$ cat src/rtl/pic_rw_decoder.sv
// PIC-8259 bus-interface front end: synchronizes the CPU strobes and data bus,
// tracks the ICW initialization sequence, and classifies every completed write.
module pic_rw_decoder #(
  parameter int SYNC_STAGES = 2
) (
  input  logic       clk,
  input  logic       reset,
  input  logic       cs_n,
  input  logic       wr_n,
  input  logic       rd_n,
  input  logic       a0,
  input  logic [7:0] data_in,
  output logic [2:0] write_flag,
  output logic [7:0] write_data,
  output logic [2:0] read_select,
  output logic       data_oe,
  output logic       init_done
);

  typedef enum logic [2:0] {
    UNINIT,
    WAIT_ICW2,
    WAIT_ICW3,
    WAIT_ICW4,
    READY
  } state_e;

  localparam logic [2:0] FLAG_ICW1 = 3'd0;
  localparam logic [2:0] FLAG_ICW2 = 3'd1;
  localparam logic [2:0] FLAG_ICW3 = 3'd2;
  localparam logic [2:0] FLAG_ICW4 = 3'd3;
  localparam logic [2:0] FLAG_OCW1 = 3'd4;
  localparam logic [2:0] FLAG_OCW2 = 3'd5;
  localparam logic [2:0] FLAG_OCW3 = 3'd6;
  localparam logic [2:0] FLAG_NONE = 3'd7;

  localparam logic [2:0] SEL_NONE = 3'b000;
  localparam logic [2:0] SEL_IMR  = 3'b011;
  localparam logic [2:0] SEL_IRR  = 3'b001;
  localparam logic [2:0] SEL_ISR  = 3'b101;

  // Bundle order {cs_n, wr_n, rd_n, a0, data}; reset to an idle bus so no false edge appears.
  localparam logic [11:0] SYNC_IDLE = 12'hE00;

  logic [11:0] sync_q [SYNC_STAGES];

  always_ff @(posedge clk or posedge reset) begin
    if (reset) begin
      for (int i = 0; i < SYNC_STAGES; i++) sync_q[i] <= SYNC_IDLE;
    end else begin
      sync_q[0] <= {cs_n, wr_n, rd_n, a0, data_in};
      for (int i = 1; i < SYNC_STAGES; i++) sync_q[i] <= sync_q[i-1];
    end
  end

  logic       csS, wrS, rdS, a0S;
  logic [7:0] dS;
  assign {csS, wrS, rdS, a0S, dS} = sync_q[SYNC_STAGES-1];

  logic       wrPrev_q;
  logic       capValid_q, capErr_q, capA0_q;
  logic [7:0] capData_q;
  logic       wrRise, accept;

  assign wrRise = wrS & ~wrPrev_q;
  assign accept = wrRise & capValid_q & ~capErr_q;

  // Capture register tracks the last low-strobe cycle; a read overlapping the write poisons it.
  always_ff @(posedge clk or posedge reset) begin
    if (reset) begin
      wrPrev_q   <= 1'b1;
      capValid_q <= 1'b0;
      capErr_q   <= 1'b0;
      capA0_q    <= 1'b0;
      capData_q  <= 8'h00;
    end else begin
      wrPrev_q <= wrS;
      if (wrRise) begin
        capValid_q <= 1'b0;
        capErr_q   <= 1'b0;
      end else if (!wrS && !csS) begin
        capValid_q <= 1'b1;
        capA0_q    <= a0S;
        capData_q  <= dS;
        if (!rdS) capErr_q <= 1'b1;
      end
    end
  end

  state_e     state_q, state_d;
  logic [2:0] writeFlag_q, writeFlag_d;
  logic [7:0] writeData_q, writeData_d;
  logic       sngl_q, sngl_d;
  logic       ic4_q, ic4_d;
  logic       initDone_q, initDone_d;
  logic       rrIsr_q, rrIsr_d;
  logic [2:0] readSel_q, readSel_d;

  always_ff @(posedge clk or posedge reset) begin
    if (reset) begin
      state_q     <= UNINIT;
      writeFlag_q <= FLAG_NONE;
      writeData_q <= 8'h00;
      sngl_q      <= 1'b1;
      ic4_q       <= 1'b0;
      initDone_q  <= 1'b0;
      rrIsr_q     <= 1'b0;
      readSel_q   <= SEL_NONE;
    end else begin
      state_q     <= state_d;
      writeFlag_q <= writeFlag_d;
      writeData_q <= writeData_d;
      sngl_q      <= sngl_d;
      ic4_q       <= ic4_d;
      initDone_q  <= initDone_d;
      rrIsr_q     <= rrIsr_d;
      readSel_q   <= readSel_d;
    end
  end

  // ICW1 restarts the sequence from any state; other writes depend on where we are.
  always_comb begin
    state_d     = state_q;
    writeFlag_d = FLAG_NONE;
    writeData_d = writeData_q;
    sngl_d      = sngl_q;
    ic4_d       = ic4_q;
    initDone_d  = initDone_q;
    rrIsr_d     = rrIsr_q;
    if (accept) begin
      if (!capA0_q && capData_q[4]) begin
        writeFlag_d = FLAG_ICW1;
        writeData_d = capData_q;
        sngl_d      = capData_q[1];
        ic4_d       = capData_q[0];
        initDone_d  = 1'b0;
        state_d     = WAIT_ICW2;
      end else begin
        case (state_q)
          WAIT_ICW2: if (capA0_q) begin
            writeFlag_d = FLAG_ICW2;
            writeData_d = capData_q;
            if (!sngl_q) begin
              state_d = WAIT_ICW3;
            end else if (ic4_q) begin
              state_d = WAIT_ICW4;
            end else begin
              state_d    = READY;
              initDone_d = 1'b1;
            end
          end
          WAIT_ICW3: if (capA0_q) begin
            writeFlag_d = FLAG_ICW3;
            writeData_d = capData_q;
            if (ic4_q) begin
              state_d = WAIT_ICW4;
            end else begin
              state_d    = READY;
              initDone_d = 1'b1;
            end
          end
          WAIT_ICW4: if (capA0_q) begin
            writeFlag_d = FLAG_ICW4;
            writeData_d = capData_q;
            state_d     = READY;
            initDone_d  = 1'b1;
          end
          READY: begin
            if (capA0_q) begin
              writeFlag_d = FLAG_OCW1;
              writeData_d = capData_q;
            end else if (capData_q[4:3] == 2'b00) begin
              writeFlag_d = FLAG_OCW2;
              writeData_d = capData_q;
            end else if (capData_q[4:3] == 2'b01) begin
              writeFlag_d = FLAG_OCW3;
              writeData_d = capData_q;
              if (capData_q[1:0] == 2'b10) rrIsr_d = 1'b0;
              else if (capData_q[1:0] == 2'b11) rrIsr_d = 1'b1;
            end
          end
          default: ;
        endcase
      end
    end
  end

  always_comb begin
    readSel_d = SEL_NONE;
    if (!csS && !rdS && wrS) readSel_d = a0S ? SEL_IMR : (rrIsr_q ? SEL_ISR : SEL_IRR);
  end

  assign write_flag  = writeFlag_q;
  assign write_data  = writeData_q;
  assign read_select = readSel_q;
  assign data_oe     = (readSel_q != SEL_NONE);
  assign init_done   = initDone_q;

endmodule
$ cat config.mk
export PLATFORM = sky130hd
export DESIGN_NAME = pic_rw_decoder
export DESIGN_NICKNAME = d
export VERILOG_FILES = /design/src/rtl/pic_rw_decoder.sv
export SDC_FILE = /design/constraint.sdc
export NUM_CORES = 1
export LEC_CHECK = 0
export BUFFER_PORTS_ARGS = -buffer_cell sky130_fd_sc_hd__buf_4
export CORE_UTILIZATION = 40
export CTS_CLUSTER_DIAMETER = 40
export DETAILED_ROUTE_END_ITERATION = 8
export GPL_ROUTABILITY_DRIVEN = 0
export PLACE_DENSITY = 0.65
export REMOVE_ABC_BUFFERS = 1
export SLEW_MARGIN = 20
export SYNTH_ARGS = -nofsm -noshare
export SYNTH_HDL_FRONTEND = slang
export SYNTH_SLANG_ARGS = --single-unit
$ cat constraint.sdc
create_clock -name clk -period 1.7 [get_ports clk]
set_input_delay 0.255 -clock clk [delete_from_list [all_inputs] [get_ports clk]]
set_output_delay 0.255 -clock clk [all_outputs]
set_load 0.005 [all_outputs]
==> impl_summary.txt <==
----------------------------------------------------
[Critical path]
  WS Path Type ... reg -> reg
  Critical path peak fanout ... 9
  Required time at the worst-slack endpoint ... 1910 ps
  Crit path max-delay family ... flip-flops
  Arrival @ worst endpoint ... 1790 ps
  Crit path cell chain ... nor4bb_1, buf_4, o31ai_4, buf_12, mux2_4
  Startpoint kind of the worst setup timing path ... flop
  Slowest cell on the critical path ... sky130_fd_sc_hd__dfstp_2
  Crit end category ... flop
  WP buf/inv ... 2
  Maximum single-stage delay on the critical path ... 520 ps

[STA]
  Hold slack ... 24.1 ps
  Number of hold violations in the final report ... 0
  Slack of the critical path ... 126 ps
  Fmax ... 635 MHz
  Transition time of the tightest slew-check pin ... 460 ps
  Max Clock Skew ... 6.58 ps
  Final period util ... 0.926
  Max Slew Vio Count ... 0
  RSZ-0062 raised after global routing ... false
  Final critical path time including I/O delays and setup ... 1570 ps
  Final setup viols ... 0
  Slew HR ... 0.693

[CTS]
  Gates resized, CTS repair ... 0
  Bufs on Longest Clock Path ... 2
  Root Driver ... sky130_fd_sc_hd__clkbuf_8
  Clock buffers created by TritonCTS ... 9
  Setup fix buffers added after clock tree synthesis ... 0
  Latest clock arrival within the worst-skew pair ... 330 ps
  Number of hold buffers added after cts ... 1
  Register clock-pin slew on the reported worst setup and hold paths ... 70 ps
  Clock net sink count ... 57
  H-tree depth ... 3
  Clock tree from TritonCTS ... built

[Power and ir drop]
  Maximum vdd drop ... 0.498 mV
  Total power draw ... 3.60 mW
  Leakage power ... 1.23 nW
  Power per standard cell area ... 1340 mW/mm^2

[Logic synthesis]
  Post-synthesis share of cell area spent on and, or, nand and nor gates ... 0.104
  Combinational family with the most area after synthesis ... multiplexers
  Seq/Total Area, Yosys ... 0.683
  Most used flip-flop cell after synthesis ... sky130_fd_sc_hd__dfrtp_1
  Adder and majority gate portion of the synthesized area ... 0
  Share of the synthesized area in compound gates (AO/OA/AOI/OAI) ... 0.0807
  #FFs+latches synth ... 57
  Post-Syn Instances ... 143
  Cell variety after synth ... 37
  Post-Synthesis Mean Instance Area ... 14.8 um^2
  Synth Area in XOR/XNOR ... 0
  Share of cell area taken by muxes after synthesis ... 0.109
  Async S/R FF share, synth ... 1.00
  Netlist area before placement ... 0.00211 mm^2
  Number of enable flip-flop cells after synthesis ... 0
  Yosys Warn Count ... 0

[Route]
  Uppermost signal routing layer after detailed routing ... met4
  Detailed-route wire length per cell ... 13.1 um
  Total length of routed met3 wires ... 146 um
  Violation count after the first detailed-routing iteration ... 71
  Total number of vias ... 1218
  Post-detailed-route DRC marker count ... 0
  WL final ... 3470 um
  Routed via count divided by cell count ... 4.61
  Count of nets left with antenna violations after detail routing ... 0
  Met2 WL post-DR ... 1690 um
  First-pass iteration count of the detailed router ... 4
  Wire length the detailed router placed on met1 ... 1560 um

[GRT]
  Global-route wire length before repair ... 5690 um
  Remaining Overflow, GRT ... 0
  Number of global-route vias before repair ... 1188
  Number of antenna violations at the first check in global routing ... 0
  Overall routing resource usage ... 0.148
  Maximum number of pins on one net before global-route repair ... 37

[Placed design]
  HPWL after DPL ... 2470 um
  Number of port buffers ... 29
  Pre-CTS worst setup slack ... 121 ps

[Die]
  Die ar. ... 0.00557 mm^2
  Placeable Area ... 0.00511 mm^2
  Chip Width ... 74.6 um
  Initial core utilization ... 0.413
  Io pins ... 30
  Std cell rows ... 26
  Die Y ... 74.6 um

[Worst hold path]
  Hold Crit Class ... in -> reg

[Layout]
  Most common library cell in the layout ignoring fill and taps ... sky130_fd_sc_hd__dfrtp_1
  Area growth syn-to-layout ... 27.6%
  Final Core Density ... 0.527
  Most frequent cells in the layout ... 46 x sky130_fd_sc_hd__dfrtp_1, 37 x sky130_fd_sc_hd__buf_4, 11 x sky130_fd_sc_hd__mux2_2, 11 x sky130_fd_sc_hd__o21ai_0, 11 x sky130_fd_sc_hd__dfstp_2
  Share of layout cells above drive strength 1 ... 0.479
  Antenna fix cells ... 0
  Final nets ... 203

[Run]
  Max_cap viols ... 0

[Run status]
  Status ... complete, no violations

----------------------------------------------------
-- Yosys cell counts (2+ instances only) --
cell type | count | area share
sky130_fd_sc_hd__a21oi_1 | 6 | 0.014
sky130_fd_sc_hd__mux2_4 | 7 | 0.050
sky130_fd_sc_hd__nor2b_1 | 3 | 0.0089
sky130_fd_sc_hd__nand2_1 | 7 | 0.012
sky130_fd_sc_hd__nor2_1 | 4 | 0.0071
sky130_fd_sc_hd__dfstp_2 | 11 | 0.14
sky130_fd_sc_hd__a22o_1 | 2 | 0.0083
sky130_fd_sc_hd__dfrtp_1 | 46 | 0.55
sky130_fd_sc_hd__inv_1 | 4 | 0.0071
sky130_fd_sc_hd__buf_2 | 2 | 0.0047
sky130_fd_sc_hd__mux2_2 | 11 | 0.059
sky130_fd_sc_hd__nor3b_1 | 2 | 0.0071
sky130_fd_sc_hd__buf_4 | 2 | 0.0071
sky130_fd_sc_hd__nand2b_1 | 2 | 0.0059
sky130_fd_sc_hd__o31ai_1 | 2 | 0.0071
sky130_fd_sc_hd__o21ai_0 | 11 | 0.026
-- flip-flops by register name, summed over array words and instances, names as in the netlist, 3 cells and up --
signal and flops:
capData_q 8, dS 8, read_select 3, state_q 3
sync_q 13, write_data 8, write_flag 3
-- routing by layer --
metal / global-route usage / up-vias
li1: - / 591
met1: 0.177 / 591
met2: 0.224 / 30
met3: 0.0562 / 6
met4: 0.0964 / 0
met5: 0 / -
-- path summary, 6_finish.rpt --
kind	from	to	slack, ps	cells past startpoint
max	sync_q[10]	write_data[5]	130	5
min	data_in[6]	sync_q[18]	20	1
max reg2reg	sync_q[10]	write_data[5]	130	5
min reg2reg	sync_q[16]	dS[4]	350	0
max in group asynchronous	reset	sync_q[10]	590	4
min in group asynchronous	reset	sync_q[18]	490	3
-- kinds of logic after synthesis --
family	after synthesis
and+or+nand+nor	33
buffers and inverters	9
muxes	18
DFF	57
AOI/OAI and AO/OA	26
-- power breakdown --
group	switching, mW	internal [mW]	total [mW]
clock network	0.536	0.717	1.25
logic	0.267	0.390	0.657
registers	0.145	1.54	1.69
-- through the flow --
| step | std cells | TNS [ps] | area [um^2] |
|---|---|---|---|
| finish | 264 | 0 | 2690 |
| global route | 264 | 0 | 2690 |
| CTS | 264 | 0 | 2690 |
| detailed placement | 247 | 0 | 2480 |
| global placement | 247 | 0 | 2480 |
| floorplan | 138 | -5450 | 2070 |
-- final cells by class --
class / instances / area, um^2
Tap cell: 70 / 87.6
Fill cell: 451 / 2410
Clock inverter: 6 / 66.3
Sequential cell: 57 / 1440
Inverter: 4 / 15.0
Multi-Input combinational cell: 77 / 618
Clock buffer: 10 / 138
Timing Repair Buffer: 40 / 328
Power figures use the tool's default switching activity.
